### src/rtl/kyber_pkg.sv
// Shared Kyber constants and the FSM state type for the ciphertext decode path.
// The legal compression widths are the only ones allowed into the datapath.
package kyber_pkg;

   localparam int KYBER_Q = 3329;
   localparam int KYBER_N = 256;
   localparam int BUF_W   = 24;

   localparam logic [3:0] D_MSG = 4'd1;
   localparam logic [3:0] D_V4  = 4'd4;
   localparam logic [3:0] D_V5  = 4'd5;
   localparam logic [3:0] D_U10 = 4'd10;
   localparam logic [3:0] D_U11 = 4'd11;

   typedef enum logic {
      IDLE = 1'b0,
      RUN  = 1'b1
   } state_t;

   function automatic logic is_legal_d(input logic [3:0] d);
      return (d == D_MSG) || (d == D_V4) || (d == D_V5) ||
             (d == D_U10) || (d == D_U11);
   endfunction

endpackage

### src/rtl/decompress_unpack_decompress.sv
// Combinational Kyber decompression: coeff = round(Q * y / 2^d).
// Q is expanded into shifts so the multiply becomes a four-term adder tree.
module decompress
   import kyber_pkg::*;
(
   input  logic [10:0] y,
   input  logic [3:0]  d,
   output logic [11:0] coeff
);

   logic [23:0] y_w;
   logic [23:0] prod;
   logic [23:0] rnd;
   logic [23:0] sum;

   // 3329 = 2^11 + 2^10 + 2^8 + 1; the sum stays below 2^23 for y < 2^11.
   assign y_w   = 24'(y);
   assign prod  = (y_w << 11) + (y_w << 10) + (y_w << 8) + y_w;
   assign rnd   = 24'd1 << (d - 4'd1);
   assign sum   = prod + rnd;
   assign coeff = 12'(sum >> d);

endmodule

### src/rtl/decompress_unpack.sv
// Streaming unpacker: packed LSB-first bytes in, d-bit fields out, each
// decompressed to a 12-bit coefficient, one polynomial per start.
module decompress_unpack
   import kyber_pkg::*;
(
   input  logic        i_clk,
   input  logic        i_rstn,
   input  logic        i_start,
   input  logic [3:0]  i_d,
   input  logic [7:0]  i_byte,
   input  logic        i_byte_valid,
   output logic        o_byte_ready,
   output logic [11:0] o_coeff,
   output logic        o_coeff_valid,
   input  logic        i_coeff_ready,
   output logic        o_busy,
   output logic        o_done
);

   state_t state;
   state_t state_next;

   logic [3:0]       d_r;
   logic [BUF_W-1:0] bit_buf;
   logic [4:0]       buf_cnt;
   logic [8:0]       bytes_in;
   logic [8:0]       coeffs_out;

   logic             run;
   logic             start_ok;
   logic [8:0]       byte_limit;
   logic             accept;
   logic             extract;
   logic             handshake;
   logic             last;
   logic [10:0]      y;
   logic [11:0]      coeff_next;

   logic [BUF_W-1:0] buf_shift;
   logic [BUF_W-1:0] buf_next;
   logic [4:0]       cnt_shift;
   logic [4:0]       cnt_next;

   assign start_ok   = i_start && is_legal_d(i_d);
   assign byte_limit = {d_r, 5'b0};
   assign accept     = o_byte_ready && i_byte_valid;
   assign extract    = run && (buf_cnt >= {1'b0, d_r}) &&
                       (!o_coeff_valid || i_coeff_ready);
   assign handshake  = o_coeff_valid && i_coeff_ready;
   assign last       = handshake && (coeffs_out == 9'(KYBER_N - 1));
   assign y          = bit_buf[10:0] & ((11'd1 << d_r) - 11'd1);

   decompress u_decompress (
      .y     (y),
      .d     (d_r),
      .coeff (coeff_next)
   );

   // NOTE: sequential state uses non-blocking (<=) so every register samples
   // pre-edge values; blocking here would create order-dependent simulation.
   always_ff @(posedge i_clk or negedge i_rstn) begin
      if (!i_rstn) state <= IDLE;
      else         state <= state_next;
   end

   // NOTE: default assignment first so no path leaves state_next unassigned,
   // which would otherwise infer a latch.
   always_comb begin
      state_next = state;
      unique case (state)
         IDLE: if (start_ok) state_next = RUN;
         RUN:  if (last)     state_next = IDLE;
         default:            state_next = IDLE;
      endcase
   end

   always_comb begin
      run          = (state == RUN);
      o_busy       = run;
      o_byte_ready = run && (bytes_in < byte_limit) &&
                     (buf_cnt <= 5'(BUF_W - 8));
   end

   // A byte accepted in the same cycle as an extraction lands just above
   // the bits that survive the shift.
   always_comb begin
      buf_shift = extract ? (bit_buf >> d_r) : bit_buf;
      cnt_shift = extract ? (buf_cnt - {1'b0, d_r}) : buf_cnt;
      buf_next  = buf_shift;
      cnt_next  = cnt_shift;
      if (accept) begin
         buf_next = buf_shift | (BUF_W'(i_byte) << cnt_shift);
         cnt_next = cnt_shift + 5'd8;
      end
   end

   always_ff @(posedge i_clk or negedge i_rstn) begin
      if (!i_rstn) begin
         d_r           <= '0;
         bit_buf       <= '0;
         buf_cnt       <= '0;
         bytes_in      <= '0;
         coeffs_out    <= '0;
         o_coeff       <= '0;
         o_coeff_valid <= 1'b0;
         o_done        <= 1'b0;
      end else begin
         o_done <= last;
         if (!run) begin
            if (start_ok) begin
               d_r           <= i_d;
               bit_buf       <= '0;
               buf_cnt       <= '0;
               bytes_in      <= '0;
               coeffs_out    <= '0;
               o_coeff_valid <= 1'b0;
            end
         end else begin
            bit_buf <= buf_next;
            buf_cnt <= cnt_next;
            if (accept)    bytes_in   <= bytes_in + 9'd1;
            if (handshake) coeffs_out <= coeffs_out + 9'd1;
            if (extract) begin
               o_coeff       <= coeff_next;
               o_coeff_valid <= 1'b1;
            end else if (handshake) begin
               o_coeff_valid <= 1'b0;
            end
         end
      end
   end

endmodule

### config.mk
export PLATFORM = sky130hd
export DESIGN_NAME = decompress_unpack
export DESIGN_NICKNAME = d
export VERILOG_FILES = /design/src/rtl/kyber_pkg.sv /design/src/rtl/decompress_unpack_decompress.sv /design/src/rtl/decompress_unpack.sv
export SDC_FILE = /design/constraint.sdc
export NUM_CORES = 1
export LEC_CHECK = 0
export CAP_MARGIN = 20
export CORE_UTILIZATION = 54
export CTS_CLUSTER_DIAMETER = 50
export DETAILED_ROUTE_END_ITERATION = 10
export GPL_TIMING_DRIVEN = 1
export PLACE_DENSITY = 0.78
export SYNTH_ARGS = -nofsm -noshare
export SYNTH_HDL_FRONTEND = slang
export SYNTH_SLANG_ARGS = --single-unit
export TNS_END_PERCENT = 5
### constraint.sdc
create_clock -name i_clk -period 12.75 [get_ports i_clk]
set_input_delay 2.55 -clock i_clk [delete_from_list [all_inputs] [get_ports i_clk]]
set_output_delay 2.55 -clock i_clk [all_outputs]
set_load 0.01 [all_outputs]
==> impl_metrics.tcl <==
set metrics [dict create \
    final_common_cell "nand2_1" \
    gr-usage-met3_pct 4.811 \
    grt_pass1_wl_um 39230 \
    vias_per_cell 6.814 \
    synth_top_family_by_area "compound AO/OA/AOI/OAI gates" \
    seq_area_frac_synth_pct 20.43 \
    clockRootBuffer "clkbuf_16" \
    finalHoldViolCount 0 \
    synth_compound_area_share_pct 27.02 \
    timing.rr.start "d_r[3]" \
    grt_overflow 0 \
    grt_max_degree 67 \
    final_cell_mix "nand2_1, nor2_1, a21oi_1" \
    ctsHtreeMaxLevel 3 \
    die_h_um 124.4 \
    relSlewSlack_pct 35.17 \
    wire_per_inst_um 20.27 \
    status "completed" \
    async_flop_share_pct 100.0 \
    ys_top_cells_by_area "dfrtp_1, ha_1, a21oi_1" \
    firstDrtPassIters 5 \
    io_pins 33 \
    wl_um 23900 \
    cp_max_fo 43 \
    insertion_delay_ns 0.35 \
    slew_viol_final 0 \
    finalSetupViolations 0 \
    grtUsageMet1_pct 44.85 \
    antenna_cells 0 \
    fmax_mhz 132.8 \
    yosys_register_bits 66 \
    tightest_slew_ns 0.9638 \
    antenna_found_initial 0 \
    num_vias 8034 \
    io_buffer_count 32 \
    synth_top_cell_area_share_pct 20.43 \
    fp.dieW_um 124.4 \
    syn_inst 996 \
    ant_nets 0 \
    initial_core_util_pct 55.42 \
    ys_types 82 \
    avgSynthCellArea_um2 8.118 \
    tritoncts "built" \
    rsz0062_at_grt "false" \
    synth-edff-count 0 \
    grt_util_met2_pct 46.70 \
    dp_hpwl_um 17570 \
    cts_buffers 9 \
    finalCritPeriodShare_pct 59.07 \
    gp_congestion 0.9453 \
    die-area_um2 15470 \
    grt.busiest_layer "met2" \
    final_util_pct 60.05 \
    maxCapViolCount 0 \
    synth_warnings 0 \
    fin_worst_skew_ns 0.01036 \
    hold_slack_ns 0.4714 \
    nNetsFinal 1089 \
    setup_tns_ns 0 \
    cts.path.max_buffers 2 \
    hold_depth 1 \
    post_cts_resized 0 \
    syn-cell-area_um2 8085 \
    r2r_setup_slack_ns 5.22 \
    synth_simple_gate_area_share_pct 17.77 \
    r2r_cells 25 \
    hold_class "reg -> reg" \
    synth-main-ff-cell "dfrtp_1" \
    synthMuxAreaShare_pct 11.73 \
    drc 0 \
    yosys.area.top_type "dfrtp_1" \
    cp_data_arrival_time_ns 7.76 \
    end_kind "flop" \
    critPathKind "reg -> reg" \
    clkTransAtPathRegs_ns 0.06 \
    worstPathRequired_ns 12.98 \
    grt_pass1_vias 7402 \
    holdCritStartpoint "coeffs_out[7]" \
    synth_xor_area_share_pct 4.116 \
    whs_endpoint "coeffs_out[7]" \
    clock-sinks 66 \
    critPathLaunchType "flop" \
    ctsHoldBuffers 0 \
    post_cts_buffers 0 \
    min_period_ns 7.531 \
    drive_gt1_share_pct 8.744 \
    synthAdderAreaFrac_pct 13.80 \
    syn-num-nets 1095 \
    core.rowCount 44 \
    syn_to_final_growth_pct 8.357 \
    fillers 1258 \
    reg2reg_to "o_coeff[8]" \
    core_area_um2 14590 \
    first_iter_violations 1090 \
    track_usage_pct 31.00 \
]
[state kept, by name, summed over array words and instances, names as in the netlist]
signal and cells:
bit_buf 24, buf_cnt 5, bytes_in 9, coeffs_out 9, d_r 4, o_busy 1, o_coeff 12, o_coeff_valid 1
o_done 1
[logic make-up after synthesis]
kind of cell / after synthesis
buffers and inverters: 102
adders and majority gates: 82
xor gates and xnor gates: 38
muxes: 72
and+or+nand+nor: 314
DFF: 66
AOI/OAI and AO/OA: 322
[critical path: stages (launching register included)]
cell and delay [ns]:
dfrtp_1 0.33, buf_4 0.41, clkinv_1 0.63, nand2_1 0.45, nor2_1 0.15, inv_1 0.09
ha_1 0.36, o21ai_0 0.19, xnor2_1 0.16, nand2_1 0.14, inv_1 0.14, ha_1 0.36
o21ai_0 0.28, o21a_1 0.18, fa_1 0.43, ha_1 0.31, ha_1 0.45, nand4_1 0.21
nor4_1 0.38, a211oi_1 0.12, and2_1 0.21, o41a_1 0.39, xor2_1 0.41, a211oi_1 0.14
a211o_1 0.31, o21a_1 0.17
[cells in the mapped netlist (7+ instances only)]
cell type,count
clkbuf_1,33
and3_1,19
buf_2,13
and2_1,9
mux4_2,15
nor2_1,97
mux2i_1,40
nand4_1,7
fa_1,12
o22ai_1,10
xnor2_1,22
o21a_1,10
a21o_1,15
mux2_2,14
buf_1,12
ha_1,70
a21oi_1,83
a31oi_1,10
inv_1,36
nor3_1,18
nand2_1,105
xor2_1,16
o221ai_1,7
nand3_1,26
nand2b_1,10
o21ai_0,69
a211oi_1,30
dfrtp_1,66
[layout make-up]
cell class | count | area, um2 | share of cell area (%)
clock buffer | 9 | 225.2 | 2.571
timing repair buffer | 45 | 412.9 | 4.713
clock inverter | 7 | 52.55 | 0.5998
tap | 184 | 230.2 | 2.628
multi-input combinational | 828 | 6037 | 68.91
inverter | 40 | 150.1 | 1.714
sequential | 66 | 1653 | 18.87
[layer usage]
layer,share of wire (%),wire length [um],vias up
met4,3.2,772,0
met1,43,10390,3771
li1,-,-,3688
met2,44,10590,483
met5,0,0,-
met3,9.0,2142,92
[per-stage QoR]
step                std cells  setup slack, ns  instance area, um2
floorplan                 996            6.177                8085
global placement         1163            5.728                8483
detailed placement       1163            5.464                8483
CTS                      1179            5.407                8761
global route             1179            4.823                8761
finish                   1179            5.219                8761
[worst max-delay path by stage]
stage | startpoint | to | slack [ns] | depth (start not counted)
2_1_floorplan | d_r[1] | o_coeff[8] | 6.18 | 27
3_3_place_gp | d_r[3] | o_coeff[8] | 5.73 | 25
3_5_place_dp | d_r[3] | o_coeff[8] | 5.46 | 24
4_1_cts | d_r[3] | o_coeff[8] | 5.41 | 24
5_1_grt | d_r[3] | o_coeff[8] | 4.82 | 25
6_report | d_r[3] | o_coeff[8] | 5.22 | 25
Power is not shown: default switching activity piles up to over one toggle a cycle in this logic, so the estimate is an artifact.
